$ cat config.mk
export PLATFORM = sky130hd
export DESIGN_NAME = shifter_seq_n_flat
export DESIGN_NICKNAME = d
export VERILOG_FILES = /design/src/rtl/shifter_seq_n_if.sv /design/src/rtl/shifter_seq_n.sv /design/src/flat_wrapper.sv
export SDC_FILE = /design/constraint.sdc
export NUM_CORES = 1
export LEC_CHECK = 0
export CAP_MARGIN = 10
export CELL_PAD_IN_SITES_DETAIL_PLACEMENT = 0
export CELL_PAD_IN_SITES_GLOBAL_PLACEMENT = 1
export CORE_UTILIZATION = 32
export DETAILED_ROUTE_END_ITERATION = 10
export PLACE_DENSITY = 0.77
export SLEW_MARGIN = 20
export SYNTH_ARGS = -nofsm -noshare
export SYNTH_HDL_FRONTEND = slang
export SYNTH_SLANG_ARGS = --single-unit
$ cat constraint.sdc
create_clock -name clk -period 1.7 [get_ports clk]
set_clock_uncertainty 0.15 [all_clocks]
set_input_delay 0.425 -clock clk [delete_from_list [all_inputs] [get_ports clk]]
set_output_delay 0.425 -clock clk [all_outputs]
set_load 0.03 [all_outputs]
$ cat src/rtl/shifter_seq_n_if.sv
// Handshake and data bundle between a producer and the shifter_seq_n sequential shifter.
`timescale 1ns/1ps
interface shifter_seq_n_if #(
   parameter int unsigned WIDTH = 8
);
   localparam int unsigned AW = $clog2(WIDTH);

   logic             start;
   logic [2:0]       op;
   logic [AW-1:0]    amt;
   logic [WIDTH-1:0] d;
   logic             ser_in;
   logic [WIDTH-1:0] q;
   logic             ser_out;
   logic             ready;
   logic             done;

   modport master (
      output start, op, amt, d, ser_in,
      input  q, ser_out, ready, done
   );

   modport slave (
      input  start, op, amt, d, ser_in,
      output q, ser_out, ready, done
   );
endinterface

$ cat src/rtl/shifter_seq_n.sv
// Multi-cycle shift/rotate register: loads a word on start, then applies one 1-bit step of the
// requested mode per clock until the count is exhausted, then pulses done for one cycle.
`timescale 1ns/1ps
module shifter_seq_n #(
   parameter int unsigned WIDTH = 8
) (
   input  logic           clk,
   input  logic           reset_n,
   shifter_seq_n_if.slave bus
);
   localparam int unsigned AW = $clog2(WIDTH);

   localparam logic [2:0] OpLoad = 3'b000;
   localparam logic [2:0] OpLsl  = 3'b001;
   localparam logic [2:0] OpLsr  = 3'b010;
   localparam logic [2:0] OpAsr  = 3'b011;
   localparam logic [2:0] OpRol  = 3'b100;
   localparam logic [2:0] OpRor  = 3'b101;
   localparam logic [2:0] OpSls  = 3'b110;
   localparam logic [2:0] OpSrs  = 3'b111;

   typedef enum logic [1:0] {StIdle, StShift, StDone} state_e;

   state_e           state_q;
   logic [WIDTH-1:0] q_q;
   logic             ser_out_q;
   logic [AW-1:0]    cnt_q;
   logic [2:0]       op_q;
   logic             ready_q;
   logic             done_q;

   logic [WIDTH-1:0] step_q;
   logic             step_out;

   // One 1-bit step of the latched mode; step_out is the bit leaving q.
   always_comb begin
      step_q   = q_q;
      step_out = ser_out_q;
      case (op_q)
         OpLsl: begin
            step_q   = {q_q[WIDTH-2:0], 1'b0};
            step_out = q_q[WIDTH-1];
         end
         OpLsr: begin
            step_q   = {1'b0, q_q[WIDTH-1:1]};
            step_out = q_q[0];
         end
         OpAsr: begin
            step_q   = {q_q[WIDTH-1], q_q[WIDTH-1:1]};
            step_out = q_q[0];
         end
         OpRol: begin
            step_q   = {q_q[WIDTH-2:0], q_q[WIDTH-1]};
            step_out = q_q[WIDTH-1];
         end
         OpRor: begin
            step_q   = {q_q[0], q_q[WIDTH-1:1]};
            step_out = q_q[0];
         end
         OpSls: begin
            step_q   = {q_q[WIDTH-2:0], bus.ser_in};
            step_out = q_q[WIDTH-1];
         end
         OpSrs: begin
            step_q   = {bus.ser_in, q_q[WIDTH-1:1]};
            step_out = q_q[0];
         end
         OpLoad: begin
            step_q   = q_q;
            step_out = ser_out_q;
         end
         default: begin
            step_q   = q_q;
            step_out = ser_out_q;
         end
      endcase
   end

   // ready/done are registered alongside the state so they mirror it without decode glitches.
   always_ff @(posedge clk or negedge reset_n) begin
      if (!reset_n) begin
         state_q   <= StIdle;
         q_q       <= '0;
         ser_out_q <= 1'b0;
         cnt_q     <= '0;
         op_q      <= OpLoad;
         ready_q   <= 1'b1;
         done_q    <= 1'b0;
      end else begin
         case (state_q)
            StShift: begin
               q_q       <= step_q;
               ser_out_q <= step_out;
               cnt_q     <= cnt_q - AW'(1);
               if (cnt_q == AW'(1)) begin
                  state_q <= StDone;
                  ready_q <= 1'b1;
                  done_q  <= 1'b1;
               end
            end
            default: begin
               if (bus.start) begin
                  q_q       <= bus.d;
                  op_q      <= bus.op;
                  cnt_q     <= bus.amt;
                  ser_out_q <= 1'b0;
                  if (bus.op == OpLoad || bus.amt == '0) begin
                     state_q <= StDone;
                     ready_q <= 1'b1;
                     done_q  <= 1'b1;
                  end else begin
                     state_q <= StShift;
                     ready_q <= 1'b0;
                     done_q  <= 1'b0;
                  end
               end else begin
                  state_q <= StIdle;
                  ready_q <= 1'b1;
                  done_q  <= 1'b0;
               end
            end
         endcase
      end
   end

   assign bus.q       = q_q;
   assign bus.ser_out = ser_out_q;
   assign bus.ready   = ready_q;
   assign bus.done    = done_q;

endmodule

$ cat src/flat_wrapper.sv
// flat-port wrapper written by rule: the top's interface ports become plain ports
module shifter_seq_n_flat 
#(
   parameter int unsigned WIDTH = 8
)
  (clk, reset_n, bus_start, bus_op, bus_amt, bus_d, bus_ser_in, bus_q, bus_ser_out, bus_ready, bus_done);
  shifter_seq_n_if #(.WIDTH(WIDTH)) bus_i ();
  input  logic clk;
  input  logic reset_n;
  input wire logic [$bits(bus_i.start)-1:0] bus_start;
  input wire logic [$bits(bus_i.op)-1:0] bus_op;
  input wire logic [$bits(bus_i.amt)-1:0] bus_amt;
  input wire logic [$bits(bus_i.d)-1:0] bus_d;
  input wire logic [$bits(bus_i.ser_in)-1:0] bus_ser_in;
  output wire logic [$bits(bus_i.q)-1:0] bus_q;
  output wire logic [$bits(bus_i.ser_out)-1:0] bus_ser_out;
  output wire logic [$bits(bus_i.ready)-1:0] bus_ready;
  output wire logic [$bits(bus_i.done)-1:0] bus_done;
  assign bus_i.start = bus_start;
  assign bus_i.op = bus_op;
  assign bus_i.amt = bus_amt;
  assign bus_i.d = bus_d;
  assign bus_i.ser_in = bus_ser_in;
  assign bus_q = bus_i.q;
  assign bus_ser_out = bus_i.ser_out;
  assign bus_ready = bus_i.ready;
  assign bus_done = bus_i.done;
  shifter_seq_n #(.WIDTH(WIDTH)) u_core (.clk(clk), .reset_n(reset_n), .bus(bus_i));
endmodule
==> flow_metrics.py, run 1 <==
metrics = {
    "critical_path": {
        "critPathMaxStageDelay_ns": 0.47,
        "critPathCaptureType": "flip-flop",
        "path_depth": 5,
        "reg2reg_from": "u_core.op_q[2]",
        "cp.required_ns": 1.74,
        "r2r_slack_ns": 0.02,
        "critical_path_buf_inv_count": 1,
        "reg2reg_to": "u_core.bus.q[1]",
        "path_cells": "or3_4 -> mux2i_4 -> buf_12 -> a211oi_1 -> a21o_1",
        "slowest_stage": "dfrtp_2",
        "critPathArrivalTime_ns": 1.72,
        "start_kind": "flip-flop",
        "crit_fanout": 14,
        "path_class": "flip-flop to flip-flop",
        "timing.critical_path.max_delay_family": "flip-flops",
        "r2r_cells": 5,
    },
    "clocking": {
        "insertion_delay_ns": 0.29,
        "cts_made_buffers": 3,
        "clkTransAtPathRegs_ns": 0.11,
        "cts_max_path_buffers": 2,
        "cts_sinks": 18,
        "cts.root.buffer_cell": "clkbuf_4",
        "cts_tree": "built",
        "h-tree-depth": 1,
    },
    "die": {
        "die_h_um": 60.5,
        "top_level_ports": 29,
        "die_w_um": 60.5,
        "core-area_mm2": 0.00315,
        "dieArea_mm2": 0.00366,
        "rows": 20,
        "start_util": 0.348,
    },
    "global_route": {
        "antenna_found_initial": 0,
        "grt_pass1_wl_um": 4330,
        "gr-usage-all-layers": 0.158,
        "grt_overflow": 0,
        "grt_max_degree": 20,
        "grt_pass1_vias": 984,
    },
    "placement": {
        "routabilityCongestion": 0.759,
        "dp_hpwl_um": 2000,
        "placed_cell_area_mm2": 0.00154,
        "io_buffer_count": 28,
    },
    "power": {
        "p_leak_nw": 0.739,
        "peakVddDrop_mv": 0.753,
        "power_density_mw_per_mm2": 2110,
        "p_total_mw": 3.32,
    },
    "timing": {
        "hold_viol_final": 0,
        "finalCritPeriodShare": 0.986,
        "period_needed_ns": 1.68,
        "final_max_slew_viol_count": 0,
        "max_slew_margin": 0.797,
        "rsz0062_at_grt": "yes",
        "worst_pin_slew_ns": 0.305,
        "fmax_mhz": 597,
        "hold_slack_ns": 0.312,
        "setup_violations": 0,
    },
    "synth": {
        "synth_top_cell_area_share": 0.388,
        "syn_area_per_cell_um2": 9.96,
        "ys_ff_latch": 18,
        "synth_warnings": 0,
        "yosys.area.top_type": "dfrtp_1",
        "yosysMostFrequentCell": "dfrtp_1",
        "synth_cell_type_count": 33,
        "synthCells": 110,
        "syn-num-nets": 130,
        "synth-edff-count": 0,
        "synth_area_leaders": "dfrtp_1 39%, mux2i_1 6.4%, a21o_1 4.1%",
        "syn_area_mm2": 0.00110,
        "async_flop_share": 1.00,
        "synth_flop_cell": "dfrtp_1",
        "yosysSeqAreaShare": 0.412,
        "synth_common_cells": "17 x dfrtp_1, 10 x nor2_1, 8 x nand2_1, 7 x mux2i_1",
    },
    "layout": {
        "area_growth_pct": 43.8,
        "drive_gt1_frac": 0.232,
        "final_area_mm2": 0.00158,
        "nFillCells": 324,
        "antenna_cells": 0,
        "utilization": 0.500,
        "layout.nets": 176,
    },
    "routing": {
        "drt-initial-drc-count": 18,
        "vias": 985,
        "antenna_left": 0,
        "drc": 0,
        "first_pass_iters": 4,
        "avgRoutedWirePerCell_um": 12.8,
        "wirelength_um": 2550,
        "post_drt_via_cell_ratio": 4.95,
    },
    "status": {
        "status": "finished clean",
    },
    "worst_hold_path": {
        "worstHoldPathType": "primary input to async pin",
    },
    "job": {
        "maxCapViolCount": 0,
    },
}
## metrics by stage
stage	setup TNS (ns)	worst slack (ns)	cells
3_5_place_dp	-0.692	-0.138	194
5_1_grt	-0.0535	-0.0322	199
3_3_place_gp	-0.429	-0.0580	194
6_report	0	0.0243	199
4_1_cts	0	0.0158	198
2_1_floorplan	0	0.0401	110
## timing repair
item | CTS | global route
setup buffers | 0 | 1
pin swaps | 1 | 0
hold buffers | 0 | 0
gates resized for setup | 11 | 4
cloned | 0 | 0
endpoints found under the setup margin | 14 | 7
## worst max-delay path by stage
stage / from / end / slack [ns]
6_report: u_core.op_q[2] / u_core.bus.q[1] / 0.02
5_1_grt: u_core.op_q[2] / u_core.bus.q[1] / -0.03
4_1_cts: u_core.op_q[2] / u_core.bus.q[1] / 0.02
3_5_place_dp: bus_start / u_core.bus.q[1] / -0.14
3_3_place_gp: bus_start / u_core.op_q[2] / -0.06
2_1_floorplan: u_core.state_q[1] / u_core.bus.q[3] / 0.04
## flip-flops by register name, summed over array words and instances (netlist names)
name	cells
u_core.state_q	2
u_core.cnt_q	3
u_core.bus.ser_out	1
u_core.op_q	3
u_core.bus.q	8
u_core.bus.ready	1
## metal layers
metal / vias up / track usage / wire (um)
li1: 481 / - / -
met1: 479 / 0.196 / 1130
met2: 25 / 0.286 / 1280
met3: 0 / 0.0235 / 137
met4: 0 / 0.0390 / 0
met5: - / 0 / 0
## logic make-up after synthesis
logic type | Yosys count | synth area share
and+or+nand+nor | 32 | 0.139
xor gates and xnor gates | 1 | 0.00799
AOI/OAI and AO/OA | 32 | 0.210
buffers and inverters | 13 | 0.0719
adders and majority gates | 2 | 0.0228
DFF | 18 | 0.412
muxes | 12 | 0.136
## cells in the final DEF, fill, tap and decap left out, types with 5 or more instances in the layout
cell type / count
a21o_1: 6
a21oi_1: 6
buf_4: 19
clkdlybuf4s50_1: 17
dfrtp_1: 16
dlygate4sd2_1: 8
inv_1: 5
mux2i_1: 6
nand2_1: 8
nor2_1: 10
o21ai_0: 5
## layout make-up
class | count | area [um^2] | share of cell area
clock buffers | 4 | 26.3 | 0.0167
inverters | 5 | 18.8 | 0.0119
multi-input cells | 79 | 569 | 0.361
flip-flops and latches | 18 | 453 | 0.287
well taps | 44 | 55.1 | 0.0349
repair buffers | 49 | 454 | 0.288
## power breakdown
group / leakage [nW] / total (mW) / internal [mW] / switching [mW]
Clock: 0.0150 / 0.220 / 0.0911 / 0.129
Sequential: 0.213 / 0.800 / 0.659 / 0.141
Combinational: 0.512 / 2.30 / 1.14 / 1.16
No activity file was read; power rests on OpenSTA's default activity.
==> inputs of run 2 (changes only) <==
--- a/config.mk
+++ b/config.mk
@@ -8,9 +8,9 @@
 export CAP_MARGIN = 10
 export CELL_PAD_IN_SITES_DETAIL_PLACEMENT = 0
 export CELL_PAD_IN_SITES_GLOBAL_PLACEMENT = 1
-export CORE_UTILIZATION = 32
+export CORE_UTILIZATION = 39
 export DETAILED_ROUTE_END_ITERATION = 10
-export PLACE_DENSITY = 0.77
+export PLACE_DENSITY = 0.87
 export SLEW_MARGIN = 20
 export SYNTH_ARGS = -nofsm -noshare
 export SYNTH_HDL_FRONTEND = slang
==> constraint.sdc (replaced) <==
create_clock -name clk -period 2.03 [get_ports clk]
set_clock_uncertainty 0.15 [all_clocks]
set_input_delay 0.5075 -clock clk [delete_from_list [all_inputs] [get_ports clk]]
set_output_delay 0.5075 -clock clk [all_outputs]
set_load 0.03 [all_outputs]
==> flow_metrics.py, run 2 (synthesis results as in run 1) <==
metrics = {
    "clocking": {
        "cts_sinks": 18,
        "cts.root.buffer_cell": "clkbuf_4",
        "cts_setup_buffers": 0,
        "post_cts_resized": 8,
        "cts_tree": "built",
        "hold_buffers": 0,
        "h-tree-depth": 1,
        "clkTransAtPathRegs_ns": 0.11,
        "insertion_delay_ns": 0.29,
        "cts_made_buffers": 3,
        "cts_max_path_buffers": 2,
    },
    "die": {
        "die_w_um": 55.0,
        "core-area_mm2": 0.00257,
        "die_h_um": 55.0,
        "top_level_ports": 29,
        "rows": 18,
        "dieArea_mm2": 0.00303,
        "start_util": 0.427,
    },
    "placement": {
        "io_buffer_count": 28,
        "place_ws_ns": 0.109,
        "dp_hpwl_um": 1760,
        "routabilityCongestion": 0.784,
    },
    "routing": {
        "vias": 928,
        "post_drt_via_cell_ratio": 5.40,
        "first_pass_iters": 4,
        "top_layer_used": "met4",
        "drc": 0,
        "route.met2.wl_um": 1120,
        "antenna_left": 0,
        "wl_met3_um": 135,
        "avgRoutedWirePerCell_um": 13.6,
        "drt-initial-drc-count": 10,
        "m1WireLength_um": 1070,
        "wirelength_um": 2330,
    },
    "timing": {
        "finalCritPeriodShare": 0.978,
        "max_slew_margin": 0.731,
        "finalWorstSetupSlack_ns": 0.0455,
        "worst_pin_slew_ns": 0.395,
        "tns_ns": 0,
        "fmax_mhz": 504,
        "rsz0062_at_grt": "no",
        "period_needed_ns": 1.98,
        "hold_viol_final": 0,
        "final_max_slew_viol_count": 0,
        "setup_violations": 0,
    },
    "critical_path": {
        "path_class": "flip-flop to output pin",
        "critPathArrivalTime_ns": 1.33,
        "path_cells": "clkdlybuf4s50_1",
        "critPathMaxStageDelay_ns": 0.68,
        "crit_fanout": 2,
        "timing.critical_path.max_delay_family": "buffers and inverters",
        "critical_path_buf_inv_count": 1,
        "start_kind": "flip-flop",
        "cp.required_ns": 1.37,
        "critPathCaptureType": "output pin",
        "slowest_stage": "clkdlybuf4s50_1",
    },
    "power": {
        "p_total_mw": 2.49,
        "power_density_mw_per_mm2": 1720,
        "peakVddDrop_mv": 0.872,
        "p_leak_nw": 0.703,
    },
    "global_route": {
        "grt_pass1_wl_um": 3760,
        "gr-usage-all-layers": 0.177,
        "antenna_found_initial": 0,
        "grt_overflow": 0,
        "grt_pass1_vias": 871,
        "grt_max_degree": 20,
    },
    "layout": {
        "utilization": 0.563,
        "drive_gt1_frac": 0.148,
        "area_growth_pct": 31.8,
        "antenna_cells": 0,
        "final_cell_mix": "18 x clkdlybuf4s50_1, 17 x dfrtp_1, 10 x nor2_1",
        "layout.nets": 163,
        "largest_register_ffs": 8,
        "layout_commonest_cell": "clkdlybuf4s50_1",
    },
    "worst_hold_path": {
        "worstHoldPathType": "flip-flop to flip-flop",
    },
    "job": {
        "maxCapViolCount": 0,
    },
    "status": {
        "status": "finished clean",
    },
}
## run 2: path summary, 6_finish.rpt
check                           startpoint               end  slack [ns]  cells past startpoint
hold reg to reg            u_core.cnt_q[0]   u_core.cnt_q[0]        0.33                      1
hold / removal             u_core.cnt_q[0]   u_core.cnt_q[0]        0.33                      1
setup / recovery           u_core.bus.q[6]          bus_q[6]        0.05                      1
max in group asynchronous          reset_n  u_core.bus.ready        1.07                      2
setup reg to reg            u_core.op_q[2]   u_core.bus.q[6]        0.26                      4
min in group asynchronous          reset_n   u_core.bus.q[0]        0.40                      2
## run 2: power by group
group	switching [mW]	internal (mW)	leakage, nW	total [mW]
combinational	0.853	0.709	0.468	1.56
sequential	0.157	0.549	0.214	0.706
clock	0.113	0.109	0.0210	0.222
## run 2: cell type report
cell class | instances | area, um^2
Clock buffer | 4 | 36.3
Fill cell | 251 | 1120
Inverter | 5 | 18.8
Multi-Input combinational cell | 79 | 566
Sequential cell | 18 | 452
Tap cell | 30 | 37.5
Timing Repair Buffer | 36 | 335
## run 2: per-layer routing
layer / vias up / track usage
li1: 454 / -
met5: - / 0
met3: 2 / 0.0246
met2: 28 / 0.303
met4: 0 / 0.0625
met1: 444 / 0.226
## run 2: through the flow
step,instances,hold slack (ns),cell area (um^2)
6_report,172,0.335,1450
5_1_grt,172,0.363,1450
4_1_cts,172,0.339,1440
3_5_place_dp,168,0.323,1410
3_3_place_gp,168,0.311,1410
2_1_floorplan,110,0.0619,1100
==> inputs of run 3 (changes only) <==
==> constraint.sdc (replaced) <==
create_clock -name clk -period 2.03 [get_ports clk]
set_clock_uncertainty 0.15 [all_clocks]
set_input_delay 0.5075 -clock clk [delete_from_list [all_inputs] [get_ports clk]]
set_output_delay 0.5075 -clock clk [all_outputs]
set_load 0.05 [all_outputs]
==> flow_metrics.py, run 3 (synthesis results as in run 1) <==
metrics = {
    "placement": {
        "io_buffer_count": 28,
        "routabilityCongestion": 0.749,
        "dp_hpwl_um": 1770,
    },
    "status": {
        "status": "finished clean",
    },
    "timing": {
        "hold_slack_ns": 0.326,
        "fmax_mhz": 558,
        "setup_violations": 0,
        "finalCritPeriodShare": 0.883,
        "period_needed_ns": 1.79,
        "hold_viol_final": 0,
        "tns_ns": 0,
        "rsz0062_at_grt": "no",
        "worst_pin_slew_ns": 0.415,
        "final_max_slew_viol_count": 0,
        "max_slew_margin": 0.717,
    },
    "die": {
        "start_util": 0.427,
        "die_w_um": 55.0,
        "rows": 18,
        "die_h_um": 55.0,
        "top_level_ports": 29,
        "dieArea_mm2": 0.00303,
        "core-area_mm2": 0.00257,
    },
    "clocking": {
        "hold_buffers": 0,
        "cts_setup_buffers": 0,
        "post_cts_resized": 0,
        "h-tree-depth": 1,
        "cts_tree": "built",
        "insertion_delay_ns": 0.30,
        "cts_sinks": 18,
        "clkTransAtPathRegs_ns": 0.11,
        "cts_max_path_buffers": 2,
        "cts_made_buffers": 3,
        "cts.root.buffer_cell": "clkbuf_4",
    },
    "routing": {
        "post_drt_via_cell_ratio": 5.50,
        "drt-initial-drc-count": 13,
        "antenna_left": 0,
        "drc": 0,
        "avgRoutedWirePerCell_um": 13.8,
        "wirelength_um": 2340,
        "first_pass_iters": 4,
        "vias": 935,
    },
    "job": {
        "maxCapViolCount": 0,
    },
    "global_route": {
        "grt_overflow": 0,
        "antenna_found_initial": 0,
        "grt_pass1_vias": 892,
        "grt_pass1_wl_um": 3850,
        "gr-usage-all-layers": 0.182,
        "grt_max_degree": 20,
    },
    "power": {
        "p_leak_nw": 0.667,
        "peakVddDrop_mv": 1.05,
        "power_density_mw_per_mm2": 1890,
    },
    "layout": {
        "multi_input_area_um2": 566,
        "final_cell_mix": "17 x clkdlybuf4s50_1, 17 x dfrtp_1, 16 x buf_4",
        "area_growth_pct": 29.6,
        "drive_gt1_frac": 0.214,
        "nFillCells": 250,
        "antenna_cells": 0,
        "regArea_um2": 452,
        "layout.nets": 161,
        "largest_register_ffs": 8,
    },
    "critical_path": {
        "crit_fanout": 12,
        "slowest_stage": "dfrtp_1",
        "cp.required_ns": 2.07,
        "critPathMaxStageDelay_ns": 0.48,
        "start_kind": "flip-flop",
        "critPathArrivalTime_ns": 1.83,
        "critPathCaptureType": "flip-flop",
        "path_class": "flip-flop to flip-flop",
        "path_cells": "or3_4 -> mux2i_4 -> a211oi_1 -> a21o_1",
    },
    "worst_hold_path": {
        "worstHoldPathType": "flip-flop to flip-flop",
    },
}
==> run 3: cell count changes in the layout (fill, tap and decap cells not counted), sizes merged <==
cell           change
dlymetal6s2s       -2
dlygate4sd2        -8
clkdlybuf4s50      -1
buf                +9
==> run 3: layer usage <==
metal	global-route usage	share of wire	up-vias
li1	-	-	450
met1	0.224	0.43	456
met2	0.311	0.50	27
met3	0.0328	0.061	2
met4	0.0750	0.0055	0
met5	0	0	-
==> run 3: report_power, final <==
| part | total [mW] | internal, mW | switching, mW |
|---|---|---|---|
| registers | 0.752 | 0.550 | 0.202 |
| logic | 1.71 | 0.724 | 0.981 |
| clock network | 0.225 | 0.109 | 0.116 |
| total | 2.68 | 1.38 | 1.30 |
==> run 3: cell type report <==
type	count	share of cell area
sequential	18	0.318
tap	30	0.0264
multi-input combinational	79	0.398
clock buffer	4	0.0256
timing repair buffer	34	0.219
inverter	5	0.0132
==> run 3: path summary, 6_finish.rpt <==
| path | startpoint | endpoint | slack [ns] | cells after the start |
|---|---|---|---|---|
| max | u_core.op_q[2] | u_core.bus.q[5] | 0.24 | 4 |
| min | u_core.cnt_q[0] | u_core.cnt_q[0] | 0.33 | 1 |
| max reg2reg | u_core.op_q[2] | u_core.bus.q[5] | 0.24 | 4 |
| min reg2reg | u_core.cnt_q[0] | u_core.cnt_q[0] | 0.33 | 1 |
| max in group asynchronous | reset_n | u_core.bus.ready | 1.08 | 2 |
| min in group asynchronous | reset_n | u_core.bus.ser_out | 0.38 | 2 |
==> run 3: worst max-delay path, delay by kind of cell (launching register included) <==
family	cells	cell delay, ns
AOI/OAI and AO/OA	2	0.27
and+or+nand+nor	1	0.43
muxes	1	0.35
DFF	1	0.48
==> run 3: metrics by stage <==
| stage | worst slack (ns) | cells | power [mW] | utilization | cell area (um^2) |
|---|---|---|---|---|---|
| after floorplan | 0.263 | 110 | 2.07 | - | 1100 |
| after global placement | 0.133 | 166 | 2.42 | 0.539 | 1380 |
| after detailed placement | 0.0926 | 166 | 2.48 | 0.539 | 1380 |
| after CTS | 0.229 | 170 | 2.71 | 0.553 | 1420 |
| after global routing | 0.131 | 170 | 2.90 | 0.553 | 1420 |
| final | 0.236 | 170 | 2.68 | 0.553 | 1420 |
